## config.mk

```make
export PLATFORM = sky130hd
export DESIGN_NAME = block_xfer_seq
export DESIGN_NICKNAME = d
export VERILOG_FILES = /design/src/rtl/block_xfer_seq.sv
export SDC_FILE = /design/constraint.sdc
export NUM_CORES = 1
export LEC_CHECK = 0
export BUFFER_PORTS_ARGS = -buffer_cell sky130_fd_sc_hd__buf_2
export CAP_MARGIN = 20
export CORE_UTILIZATION = 30
export DETAILED_ROUTE_END_ITERATION = 16
export PLACE_DENSITY = 0.56
export SLEW_MARGIN = 20
export SYNTH_ARGS = -nofsm -noshare
export SYNTH_HDL_FRONTEND = slang
export SYNTH_SLANG_ARGS = --single-unit
```

## constraint.sdc

```tcl
create_clock -name clk -period 7.4 [get_ports clk]
set_input_delay 0.37 -clock clk [delete_from_list [all_inputs] [get_ports clk]]
set_output_delay 0.37 -clock clk [all_outputs]
set_load 0.05 [all_outputs]
```

## src/rtl/block_xfer_seq.sv

```systemverilog
// LDM/STM block transfer sequencer: walks a 16-bit register list, one memory word per register.
// Optional base writeback is compiled in with `define BLOCK_XFER_WB_EN.
module block_xfer_seq #(
    parameter int unsigned DATA_W = 32
) (
    input  logic              clk,
    input  logic              rst,
    input  logic              start,
    input  logic              is_load,
    input  logic              up,
    input  logic              pre,
    input  logic              writeback,
    input  logic [3:0]        base_reg,
    input  logic [DATA_W-1:0] base_addr,
    input  logic [15:0]       reg_list,
    output logic              busy,
    output logic              done,
    output logic              hold_pc,
    output logic              mem_req,
    output logic              mem_we,
    output logic [DATA_W-1:0] mem_addr,
    output logic [DATA_W-1:0] mem_wdata,
    input  logic              mem_ack,
    input  logic [DATA_W-1:0] mem_rdata,
    output logic [3:0]        ARm,
    input  logic [DATA_W-1:0] Rm,
    output logic [3:0]        ARd,
    output logic              wen_ARd,
    output logic [DATA_W-1:0] Rd_data
);

    typedef enum logic [2:0] {
        S_IDLE,
        S_SETUP,
        S_XFER,
        S_LWR,
`ifdef BLOCK_XFER_WB_EN
        S_BASEWB,
`endif
        S_DONE
    } state_t;

    state_t            state_q, state_d, after_last;
    logic              load_q, load_d;
    logic              up_q, up_d;
    logic              pre_q, pre_d;
    logic [DATA_W-1:0] base_q, base_d;
    logic [15:0]       list_q, list_d;
    logic [DATA_W-1:0] addr_q, addr_d;
    logic [DATA_W-1:0] data_q, data_d;

`ifdef BLOCK_XFER_WB_EN
    logic              wb_q, wb_d;
    logic [3:0]        breg_q, breg_d;
    logic              wbgo_q, wbgo_d;
    logic [DATA_W-1:0] wbval_q, wbval_d;
`else
    logic              unused_wb_cfg;
    assign unused_wb_cfg = ^{writeback, base_reg};
`endif

    logic [3:0]        cur;
    logic [15:0]       rest;
    logic [4:0]        cnt;
    logic [DATA_W-1:0] n4;

    // list_q holds the registers still to transfer; cur is its lowest set bit
    always_comb begin
        cur = '0;
        cnt = '0;
        for (int unsigned i = 16; i > 0; i--) begin
            if (list_q[i-1]) cur = 4'(i - 1);
        end
        for (int unsigned i = 0; i < 16; i++) begin
            cnt = cnt + 5'(list_q[i]);
        end
        rest = list_q & (list_q - 16'd1);
        n4   = DATA_W'(cnt) << 2;
    end

    always_ff @(posedge clk or posedge rst) begin
        if (rst) begin
            state_q <= S_IDLE;
            load_q  <= 1'b0;
            up_q    <= 1'b0;
            pre_q   <= 1'b0;
            base_q  <= '0;
            list_q  <= '0;
            addr_q  <= '0;
            data_q  <= '0;
`ifdef BLOCK_XFER_WB_EN
            wb_q    <= 1'b0;
            breg_q  <= '0;
            wbgo_q  <= 1'b0;
            wbval_q <= '0;
`endif
        end else begin
            state_q <= state_d;
            load_q  <= load_d;
            up_q    <= up_d;
            pre_q   <= pre_d;
            base_q  <= base_d;
            list_q  <= list_d;
            addr_q  <= addr_d;
            data_q  <= data_d;
`ifdef BLOCK_XFER_WB_EN
            wb_q    <= wb_d;
            breg_q  <= breg_d;
            wbgo_q  <= wbgo_d;
            wbval_q <= wbval_d;
`endif
        end
    end

    always_comb begin
        state_d   = state_q;
        load_d    = load_q;
        up_d      = up_q;
        pre_d     = pre_q;
        base_d    = base_q;
        list_d    = list_q;
        addr_d    = addr_q;
        data_d    = data_q;
        busy      = (state_q != S_IDLE);
        hold_pc   = (state_q != S_IDLE);
        done      = 1'b0;
        mem_req   = 1'b0;
        mem_we    = 1'b0;
        mem_addr  = '0;
        mem_wdata = '0;
        ARm       = '0;
        ARd       = '0;
        wen_ARd   = 1'b0;
        Rd_data   = '0;
`ifdef BLOCK_XFER_WB_EN
        wb_d       = wb_q;
        breg_d     = breg_q;
        wbgo_d     = wbgo_q;
        wbval_d    = wbval_q;
        after_last = wbgo_q ? S_BASEWB : S_DONE;
`else
        after_last = S_DONE;
`endif

        case (state_q)
            S_IDLE: begin
                if (start) begin
                    load_d  = is_load;
                    up_d    = up;
                    pre_d   = pre;
                    base_d  = base_addr;
                    list_d  = reg_list;
`ifdef BLOCK_XFER_WB_EN
                    wb_d    = writeback;
                    breg_d  = base_reg;
`endif
                    state_d = S_SETUP;
                end
            end
            S_SETUP: begin
                // Transfers always ascend, so decrementing modes start at the lowest address
                if (up_q) addr_d = pre_q ? base_q + DATA_W'(4) : base_q;
                else      addr_d = pre_q ? base_q - n4 : base_q - n4 + DATA_W'(4);
`ifdef BLOCK_XFER_WB_EN
                wbval_d = up_q ? base_q + n4 : base_q - n4;
                wbgo_d  = wb_q && !(load_q && list_q[breg_q]);
`endif
                state_d = (cnt == 5'd0) ? S_DONE : S_XFER;
            end
            S_XFER: begin
                mem_req  = 1'b1;
                mem_we   = !load_q;
                mem_addr = addr_q;
                if (!load_q) begin
                    ARm       = cur;
                    mem_wdata = Rm;
                end
                if (mem_ack) begin
                    if (load_q) begin
                        data_d  = mem_rdata;
                        state_d = S_LWR;
                    end else begin
                        list_d  = rest;
                        addr_d  = addr_q + DATA_W'(4);
                        state_d = (rest == 16'd0) ? after_last : S_XFER;
                    end
                end
            end
            S_LWR: begin
                wen_ARd = 1'b1;
                ARd     = cur;
                Rd_data = data_q;
                list_d  = rest;
                addr_d  = addr_q + DATA_W'(4);
                state_d = (rest == 16'd0) ? after_last : S_XFER;
            end
`ifdef BLOCK_XFER_WB_EN
            S_BASEWB: begin
                wen_ARd = 1'b1;
                ARd     = breg_q;
                Rd_data = wbval_q;
                state_d = S_DONE;
            end
`endif
            S_DONE: begin
                done    = 1'b1;
                state_d = S_IDLE;
            end
            default: state_d = S_IDLE;
        endcase
    end

endmodule

```

==> summary.md <==
| Metric | Value |
|---|---|
| Endpoint kind of the worst setup timing path | `register` |
| Final wirelength | `29600 um` |
| Final cycle utilization of the critical path | `94.9%` |
| Synth Flop Type | `sky130_fd_sc_hd__dfrtp_1` |
| Seq cells post-synth | `118` |
| Die H | `179 um` |
| Most used cells in the layout excluding fill and tap cells | `sky130_fd_sc_hd__buf_2 (228), sky130_fd_sc_hd__dfrtp_1 (116), sky130_fd_sc_hd__and3_1 (93)` |
| Library cell occupying the most area in the post-synthesis netlist | `sky130_fd_sc_hd__dfrtp_1` |
| CTS tree | `yes` |
| Post-layout minimum cycle time | `7.03 ns` |
| Data required, critical path | `7.69 ns` |
| Core Box Area | `30700 sq um` |
| Layout net count | `1460` |
| Maximum frequency from static timing analysis | `142 MHz` |
| Result of the run | `finished, final reports clean` |
| Antenna cells | `0` |
| Final hold violation count | `0` |
| Synth cell types | `90` |
| Count of unresolved DRC violations after routing | `0` |
| Area contributors post-synth | `sky130_fd_sc_hd__dfrtp_1 (31%), sky130_fd_sc_hd__mux2_2 (7.3%), sky130_fd_sc_hd__and3_1 (6.2%), sky130_fd_sc_hd__nand2_1 (3.6%), sky130_fd_sc_hd__o21ai_0 (3.5%)` |
| Number of enable flip-flop cells after synthesis | `0` |
| Clock slew at reported path FFs | `0.07 ns` |
| Count of nets left with antenna violations after detail routing | `0` |
| CTS root buf | `sky130_fd_sc_hd__clkbuf_16` |
| Ratio of cells with drive above 1 in the final layout | `29.2%` |
| Die X-Extent | `179 um` |
| Sequential fraction of the synthesis area | `31.5%` |
| Wire length of the first global-routing pass | `46300 um` |
| Number of antenna violations at the first check in global routing | `0` |
| Post-route setup TNS | `0 ns` |
| Synth Warn # | `0` |
| Maximum net fanout on the critical path | `7` |
| Area growth from synthesis to layout | `23.1%` |
| Max Clock Skew | `0.0113 ns` |
| Post-synthesis cell area | `9380 sq um` |
| Sinks on Clock Net | `118` |
| Number of levels in the clock H-tree | `4` |
| Global-route usage over all layers | `18.6%` |
| I/O pin cnt | `234` |
| Worst setup path category | `reg -> reg` |
| Full die area | `32000 sq um` |
| Worst hold-check path type | `in -> async` |
| Data arrival time at the worst-slack endpoint | `7.31 ns` |
| Final slew viol count | `0` |
| Starting density of the core | `30.6%` |
| Max-cap viol count | `0` |
| Element type at the critical path start | `register` |
| Yosys top cell area share | `31.5%` |
| Commonest non-fill, non-tap cell in the layout | `sky130_fd_sc_hd__buf_2` |
| Per-cell routed wire length | `17.2 um` |
| Initial DRT Pass Iterations | `5` |
| Worst skew pair latency | `0.42 ns` |
| Worst-case clock buffer depth | `2` |
| Total setup violations reported at the end of the flow | `0` |
| Share of synthesized flip-flops with an asynchronous set or reset | `100%` |
| Grt total ovfl | `0` |
| Number of buffers inserted during clock tree synthesis | `17` |
| Drt initial violations | `691` |
| Rel. slew slack | `39.2%` |
| Number of input and output port buffers inserted | `228` |
| Cell count after synthesis | `1124` |
| HPWL after DPL | `22100 um` |
| Worst Max-Slew Pin Slew | `0.912 ns` |
| Via count | `9078` |
| Placer Congestion | `0.868` |
| Post-synthesis average cell area | `8.34 sq um` |
| Number of vias per cell after detailed routing | `5.28` |
| Syn Nets | `1273` |
| Number of placement rows | `64` |
| Number of global-route vias before repair | `8399` |
| Largest net degree at the start of global routing | `68` |
| Setup repair after global routing missed its margin | `false` |
-- flip-flops by register name, indices dropped and copies added, names as in the netlist --
register / flops
list_q: 16
base_q: 32
state_q: 3
addr_q: 32
pre_q: 1
load_q: 1
data_q: 32
up_q: 1
-- final cells by class --
cell class | instances | area [sq um]
multi-input combinational | 881 | 6020
clock buffer | 17 | 425
tap | 396 | 495
clock inverter | 15 | 183
sequential | 118 | 2960
fill | 3164 | 19100
timing repair buffer | 249 | 1300
inverter | 44 | 168
-- per-layer routing --
layer	vias up	GRT usage, %	wire (um)
li1	4445	-	-
met1	4289	24.6	13400
met2	317	31.1	14100
met3	27	3.31	1770
met4	0	4.70	366
met5	-	0	0
-- stage by stage --
step	setup slack (ns)	hold slack (ns)	instances	instance area, sq um	util (%)
after floorplan	0.761	0.435	1124	9380	-
after global placement	0.344	0.444	1686	10900	35.4
after detailed placement	0.247	0.451	1686	10900	35.4
after CTS	0.195	0.0654	1718	11500	37.4
after global routing	0.0309	0.0853	1720	11500	37.6
final	0.374	0.0351	1720	11500	37.6
-- cell families (layout without fill, tap and decap cells) --
| family | Yosys count | in the layout | share of synthesized area (%) |
|---|---|---|---|
| AOI/OAI and AO/OA | 254 | 254 | 17.9 |
| and+or+nand+nor | 482 | 482 | 28.1 |
| DFF | 118 | 118 | 31.5 |
| xor gates and xnor gates | 55 | 55 | 5.14 |
| adders and majority gates | 26 | 26 | 4.32 |
| muxes | 64 | 64 | 7.78 |
| buffers and inverters | 125 | 325 | 5.24 |
-- worst max-delay path: stages, from the launching register on --
cell	delay, ns
sky130_fd_sc_hd__dfrtp_2	0.41
sky130_fd_sc_hd__inv_1	0.10
sky130_fd_sc_hd__fa_1	0.54
sky130_fd_sc_hd__inv_1	0.05
sky130_fd_sc_hd__fa_1	0.47
sky130_fd_sc_hd__fa_1	0.54
sky130_fd_sc_hd__inv_1	0.06
sky130_fd_sc_hd__fa_1	0.43
sky130_fd_sc_hd__inv_1	0.07
sky130_fd_sc_hd__ha_1	0.20
sky130_fd_sc_hd__inv_1	0.07
sky130_fd_sc_hd__fa_1	0.43
sky130_fd_sc_hd__xor2_1	0.21
sky130_fd_sc_hd__ha_1	0.42
sky130_fd_sc_hd__nor2_1	0.09
sky130_fd_sc_hd__a21o_1	0.22
sky130_fd_sc_hd__or4_1	0.70
sky130_fd_sc_hd__a31o_2	0.27
sky130_fd_sc_hd__a22oi_1	0.30
sky130_fd_sc_hd__nand4_4	0.20
sky130_fd_sc_hd__nor4_4	0.36
sky130_fd_sc_hd__nand2_2	0.12
sky130_fd_sc_hd__xnor2_1	0.15
sky130_fd_sc_hd__o21ai_0	0.40
sky130_fd_sc_hd__o21ai_1	0.10
-- cells in the mapped netlist, types with 3 or more instances --
library cell and instances:
sky130_fd_sc_hd__buf_2 9, sky130_fd_sc_hd__o22a_1 6, sky130_fd_sc_hd__nand4_1 14, sky130_fd_sc_hd__a22oi_1 10, sky130_fd_sc_hd__nor4_1 11, sky130_fd_sc_hd__clkbuf_1 63, sky130_fd_sc_hd__nor2_1 81, sky130_fd_sc_hd__a21o_1 6
sky130_fd_sc_hd__buf_1 7, sky130_fd_sc_hd__o21bai_1 3, sky130_fd_sc_hd__mux2_2 61, sky130_fd_sc_hd__nor2b_1 12, sky130_fd_sc_hd__and3_1 93, sky130_fd_sc_hd__o211ai_1 14, sky130_fd_sc_hd__xor2_1 18, sky130_fd_sc_hd__fa_1 11
sky130_fd_sc_hd__xnor2_1 37, sky130_fd_sc_hd__o21ai_1 11, sky130_fd_sc_hd__dfrtp_1 118, sky130_fd_sc_hd__or4_1 8, sky130_fd_sc_hd__nand2_1 91, sky130_fd_sc_hd__a21oi_1 50, sky130_fd_sc_hd__or2_2 7, sky130_fd_sc_hd__a31oi_1 13
sky130_fd_sc_hd__nand3_1 44, sky130_fd_sc_hd__ha_1 14, sky130_fd_sc_hd__and2_1 35, sky130_fd_sc_hd__o21a_1 4, sky130_fd_sc_hd__o31ai_2 3, sky130_fd_sc_hd__a221oi_1 3, sky130_fd_sc_hd__a211oi_1 4, sky130_fd_sc_hd__and4_1 7
sky130_fd_sc_hd__nand2b_1 13, sky130_fd_sc_hd__o41ai_1 3, sky130_fd_sc_hd__nor3_1 31, sky130_fd_sc_hd__inv_1 42, sky130_fd_sc_hd__o21ai_0 66, sky130_fd_sc_hd__o31ai_1 5, sky130_fd_sc_hd__a31o_2 3, sky130_fd_sc_hd__or3_1 11
sky130_fd_sc_hd__a22o_1 12, sky130_fd_sc_hd__nor4_2 4, sky130_fd_sc_hd__o22ai_1 9
-- path summary, 6_finish.rpt --
path / start / to / slack (ns) / cells after the start
worst max register to register: list_q[5] / addr_q[23] / 0.37 / 24
worst min-delay path: rst / base_q[28] / 0.04 / 2
worst max-delay path: list_q[5] / addr_q[23] / 0.37 / 24
worst min register to register: addr_q[0] / addr_q[0] / 0.47 / 2
max in group asynchronous: rst / state_q[0] / 5.93 / 3
min in group clk: base_addr[19] / base_q[19] / 0.15 / 3
-- timing repair --
action                                  in CTS  in global routing
setup buffers                                0                  2
hold buffers                                 0                  0
endpoints found under the setup margin       0                 10
resized for setup                            0                 11
Power is not shown: default switching activity piles up to over one toggle a cycle in this logic, so the estimate is an artifact.
